### src/rtl/rns_int_alu_pkg.sv
// rns_int_alu_pkg: shared widths and alu_ctrl bit positions for the execute stage
package rns_int_alu_pkg;
  localparam int DW = 8;
  localparam int CW = 14;
  localparam int MW = 9;
  localparam int ALU_ADD  = 0;
  localparam int ALU_OR   = 1;
  localparam int ALU_NOT  = 2;
  localparam int ALU_ANDB = 3;
  localparam int ALU_ORB  = 4;
  localparam int ALU_NOTB = 5;
  localparam int ALU_AND  = 6;
  localparam int ALU_CIN  = 7;
  localparam int ALU_CMPL = 8;
  localparam int ALU_JMP  = 9;
  localparam int ALU_CMP  = 10;
  localparam int ALU_SHL  = 11;
  localparam int ALU_LOB  = 12;
  localparam int ALU_RSV  = 13;
endpackage

### src/rtl/rns_mod_lane.sv
// rns_mod_lane: combinational residue add/sub/mul for one compile-time modulus
module rns_mod_lane
  import rns_int_alu_pkg::*;
#(
  parameter logic [MW-1:0] MODULUS = 9'd129
) (
  input  logic [DW-1:0] op1,
  input  logic [DW-1:0] op2,
  input  logic          mul,
  input  logic          sub,
  input  logic          add,
  output logic [DW-1:0] res
);
  localparam logic [15:0] M16 = {7'd0, MODULUS};
  localparam logic [9:0]  M10 = {1'b0, MODULUS};
  logic [15:0] a, b, prod, prod_m;
  logic [9:0]  sum, dif, sum_m, dif_m;
  always_comb begin
    a      = {8'd0, op1} % M16;
    b      = {8'd0, op2} % M16;
    prod   = a * b;
    prod_m = prod % M16;
    sum    = a[9:0] + b[9:0];
    // adding M before subtracting keeps the difference non-negative
    dif    = a[9:0] + M10 - b[9:0];
    sum_m  = sum >= M10 ? sum - M10 : sum;
    dif_m  = dif >= M10 ? dif - M10 : dif;
    res    = mul ? DW'(prod_m) : (add && sub) ? DW'(dif_m) : add ? DW'(sum_m) : '0;
  end
endmodule

### src/rtl/rns_int_alu.sv
// rns_int_alu: registered 8-bit integer ALU plus one RNS residue lane
module rns_int_alu
  import rns_int_alu_pkg::*;
#(
  parameter logic [MW-1:0] MODULUS = 9'd129
) (
  input  logic          clk,
  input  logic          reset,
  input  logic          alu_en,
  input  logic          rns_en,
  input  logic [DW-1:0] op1_in,
  input  logic [DW-1:0] op2_in,
  input  logic [CW-1:0] alu_ctrl,
  input  logic          mul_op,
  output logic [DW-1:0] dout,
  output logic          cout,
  output logic          comp_gt,
  output logic          comp_lt,
  output logic          comp_eq,
  output logic [DW-1:0] rns_dout
);
  logic [DW:0]   cmp_s, add_s, int_nxt;
  logic [DW-1:0] lane_res, rns_nxt;
  logic          cmp_on, ctrl_unused;
  assign ctrl_unused = ^{alu_ctrl[ALU_JMP], alu_ctrl[ALU_LOB], alu_ctrl[ALU_RSV]};
  rns_mod_lane #(.MODULUS(MODULUS)) u_lane (
    .op1(op1_in),
    .op2(op2_in),
    .mul(mul_op),
    .sub(alu_ctrl[ALU_CMPL]),
    .add(alu_ctrl[ALU_ADD]),
    .res(lane_res)
  );
  always_comb begin
    cmp_s   = {1'b0, op1_in} + {1'b0, ~op2_in} + 9'd1;
    add_s   = {1'b0, op1_in} + {1'b0, alu_ctrl[ALU_CMPL] ? ~op2_in : op2_in} + {8'd0, alu_ctrl[ALU_CIN]};
    // {cout, dout}; priority follows the order of the ternary chain
    int_nxt = !alu_en             ? '0 :
              alu_ctrl[ALU_CMP]  ? cmp_s :
              alu_ctrl[ALU_ADD]  ? add_s :
              alu_ctrl[ALU_SHL]  ? {op1_in, 1'b0} :
              alu_ctrl[ALU_AND]  ? {8'd0, |op1_in && |op2_in} :
              alu_ctrl[ALU_OR]   ? {8'd0, |op1_in || |op2_in} :
              alu_ctrl[ALU_NOT]  ? {8'd0, ~|op1_in} :
              alu_ctrl[ALU_ANDB] ? {1'b0, op1_in & op2_in} :
              alu_ctrl[ALU_ORB]  ? {1'b0, op1_in | op2_in} :
              alu_ctrl[ALU_NOTB] ? {1'b0, ~op1_in} : '0;
    cmp_on  = alu_en && alu_ctrl[ALU_CMP];
    rns_nxt = rns_en ? lane_res : '0;
  end
  always_ff @(posedge clk or negedge reset)
    if (!reset) begin
      dout     <= '0;
      cout     <= 1'b0;
      comp_gt  <= 1'b0;
      comp_lt  <= 1'b0;
      comp_eq  <= 1'b0;
      rns_dout <= '0;
    end else begin
      dout     <= int_nxt[DW-1:0];
      cout     <= int_nxt[DW];
      comp_gt  <= cmp_on && op1_in > op2_in;
      comp_lt  <= cmp_on && op1_in < op2_in;
      comp_eq  <= cmp_on && op1_in == op2_in;
      rns_dout <= rns_nxt;
    end
endmodule

### config.mk
export PLATFORM = sky130hd
export DESIGN_NAME = rns_int_alu
export DESIGN_NICKNAME = d
export VERILOG_FILES = /design/src/rtl/rns_int_alu_pkg.sv /design/src/rtl/rns_mod_lane.sv /design/src/rtl/rns_int_alu.sv
export SDC_FILE = /design/constraint.sdc
export NUM_CORES = 1
export LEC_CHECK = 0
export CAP_MARGIN = 40
export CORE_ASPECT_RATIO = 0.7
export CORE_MARGIN = 3
export CORE_UTILIZATION = 45
export DETAILED_ROUTE_END_ITERATION = 16
export HOLD_SLACK_MARGIN = 0.12
export PLACE_DENSITY = 0.65
export REMOVE_ABC_BUFFERS = 1
export SLEW_MARGIN = 0
export SYNTH_ARGS = -nofsm -noshare
export SYNTH_HDL_FRONTEND = slang
export SYNTH_HIERARCHICAL = 1
export SYNTH_SLANG_ARGS = --single-unit
### constraint.sdc
create_clock -name clk -period 0.8 [get_ports clk]
set_input_delay 0.16 -clock clk [delete_from_list [all_inputs] [get_ports clk]]
set_output_delay 0.16 -clock clk [all_outputs]
set_load 0.005 [all_outputs]
==> flow_metrics.env <==
export IMPL_layout_drive_gt1_share_pct=45.8
export IMPL_final_period_utilization_pct=1590
export IMPL_grt_use_total_pct=29.0
export IMPL_slowest_stage="or4_4"
export IMPL_fmax_mhz=78.8
export IMPL_slew_violations=0
export IMPL_crit_type="in -> reg"
export IMPL_first_global_vias=11700
export IMPL_rows=45
export IMPL_max_cap_viol_count=0
export IMPL_final_common_cell="buf_4"
export IMPL_synth_seq_cells=20
export IMPL_fin_area_um2=16600
export IMPL_synth_edff_count=0
export IMPL_hold_violations=0
export IMPL_grt_start_max_net_pins=21
export IMPL_worstSetupStartpointType="primary input"
export IMPL_numClockSinks=20
export IMPL_routedWlPerCell_um=17.9
export IMPL_final_cell_mix="buf_4, inv_1, nor2_1"
export IMPL_dp_hpwl_um=27500
export IMPL_netlist_area_um2=10200
export IMPL_tightest_slew_ns=0.605
export IMPL_cp_max_fo=5
export IMPL_final_nets=2099
export IMPL_routed_wl_um=38200
export IMPL_fin_crit_ns=12.69
export IMPL_synth_largest_area_cell="fa_1"
export IMPL_fin_ws_ns=-11.89
export IMPL_grt_overflow_total=0
export IMPL_dieArea_um2=24500
export IMPL_drcViolationCount=0
export IMPL_setup_viol=40
export IMPL_cp_common_cell="buf_6"
export IMPL_cts_tree="done"
export IMPL_synthTopCellsByArea="fa_1, ha_1, inv_1"
export IMPL_antenna_found_initial=0
export IMPL_die_h_um=132
export IMPL_path_clk_slew_ns=0.05
export IMPL_synthArstFlopShare_pct=100
export IMPL_place_area_um2=14100
export IMPL_violations="negative setup slack"
export IMPL_cts_root_buf="clkbuf_16"
export IMPL_cpPeakStageDelay_ns=0.55
export IMPL_initialDrtViolationCount=1052
export IMPL_detail_route_antenna_nets=0
export IMPL_numPortBuffers=51
export IMPL_avgSynthCellArea_um2=7.79
export IMPL_drtPass1Iterations=6
export IMPL_place_congestion=0.945
export IMPL_cts_buffer_depth=2
export IMPL_grt_pass1_wl_um=58800
export IMPL_io_pins=55
export IMPL_synth_top_cell_area_share_pct=16.7
export IMPL_required_ns=0.94
export IMPL_slew_headroom_pct=59.5
export IMPL_diodes=0
export IMPL_ys_warn_count=6
export IMPL_hold_class="in -> async"
export IMPL_status="complete, but fails checks"
export IMPL_die_w_um=186
export IMPL_num_vias=12000
export IMPL_worst_ep_arrival_time_ns=12.83
export IMPL_numCtsBuffers=3
export IMPL_syn2layout_area_growth_pct=63.6
export IMPL_ys_types=117
export IMPL_via_per_inst=5.60
export IMPL_initial_core_util_pct=46.3
export IMPL_synth_main_ff_cell="dfrtp_1"
export IMPL_yosysSeqAreaShare_pct=4.92
export IMPL_end_kind="register"
export IMPL_htreeDepth=1
export IMPL_synthesis_instances=1305
export IMPL_core_um2=22000
export IMPL_rsz0062_at_grt="yes"
[per-layer routing]
layer | vias up | GRT usage [%] | share of wire [%]
met1 | 5790 | 42.8 | 44
met3 | 85 | 4.50 | 8.3
met4 | 0 | 4.01 | 2.0
met5 | - | 0 | 0
met2 | 544 | 46.0 | 45
li1 | 5570 | - | -
[Yosys cell counts, types with 4 or more instances]
cell type  count
inv_1        202
nor2_1       122
ha_1         120
nand2_1      108
fa_1          85
xnor2_1       71
a21oi_1       66
o21ai_0       46
xor2_1        32
nor3_1        27
and2_1        21
nand3_1       21
dfrtp_1       20
nand2b_1      16
nor2b_1       16
o21bai_1      16
a31oi_1       14
clkbuf_1      14
a21o_1        13
o21a_1        13
o21ai_1       13
mux2i_1       12
o211ai_1      11
buf_2         10
or3_1         10
a211oi_1       9
nor4_1         9
a22o_1         8
and3_1         7
nor3b_1        6
or4_1          6
a221oi_1       5
o31ai_1        5
a41o_1         4
nand3b_1       4
nand4_1        4
o2111ai_1      4
o22ai_1        4
or2_2          4
[stage by stage]
step	util, %	cells	setup WS [ns]	TNS (ns)	hold slack (ns)
6_report	75.7	2140	-11.89	-108.95	0.257
5_1_grt	75.7	2140	-12.35	-113.75	0.267
4_1_cts	71.9	2110	-11.52	-105.08	0.267
3_5_place_dp	64.2	2033	-13.03	-128.19	0.525
3_3_place_gp	64.2	2033	-12.61	-124.72	0.516
2_1_floorplan	-	1276	-12.66	-109.04	-0.136
[path summary, 6_finish.rpt]
kind	start	to	slack, ns	cells past startpoint
max	op2_in[4]	rns_dout[5]$_DFF_PN0_	-11.89	56
min	reset	comp_lt$_DFF_PN0_	0.26	2
max in group asynchronous	reset	dout[0]$_DFF_PN0_	0.41	2
min in group clk	op1_in[0]	dout[1]$_DFF_PN0_	0.54	5
[layout make-up]
type / count / area, µm²
Tap cell: 282 / 353
Clock buffer: 4 / 88.8
Multi-Input combinational cell: 1049 / 10300
Inverter: 207 / 803
Sequential cell: 20 / 500
Timing Repair Buffer: 578 / 4590
Fill cell: 1439 / 5330
[state kept, by name (all words and copies together), names as in the netlist]
name	cells
dout	8
cout	1
comp_lt	1
comp_gt	1
comp_eq	1
rns_dout	8
[worst max-delay path, delay by kind of cell]
| kind | cells | cell delay (ns) |
|---|---|---|
| XOR/XNOR | 2 | 0.66 |
| adder cells (fa/ha/maj) | 8 | 3.17 |
| buffers and inverters | 15 | 1.58 |
| AO/OA/AOI/OAI | 18 | 4.30 |
| AND/OR/NAND/NOR | 12 | 2.67 |
| multiplexers | 1 | 0.24 |
[logic make-up (layout without fill, tap and decap cells)]
logic type	after synthesis	after routing	share of synthesized area (%)
adders and majority gates	206	206	31.6
xor gates and xnor gates	110	110	10.3
muxes	17	17	1.76
and+or+nand+nor	413	413	20.8
buffers and inverters	236	789	8.95
DFF	20	20	4.92
AOI/OAI and AO/OA	303	303	21.6
[repair_timing]
| item | 4_1_cts | 5_1_grt |
|---|---|---|
| buffers inserted | 73 | 35 |
| pin swaps | 155 | 116 |
| gates cloned | 1 | 0 |
| resized for setup | 397 | 140 |
| hold buffers | 0 | 0 |
| setup endpoints to repair | 40 | 40 |
Power is not shown: default switching activity piles up to over one toggle a cycle in this logic, so the estimate is an artifact.
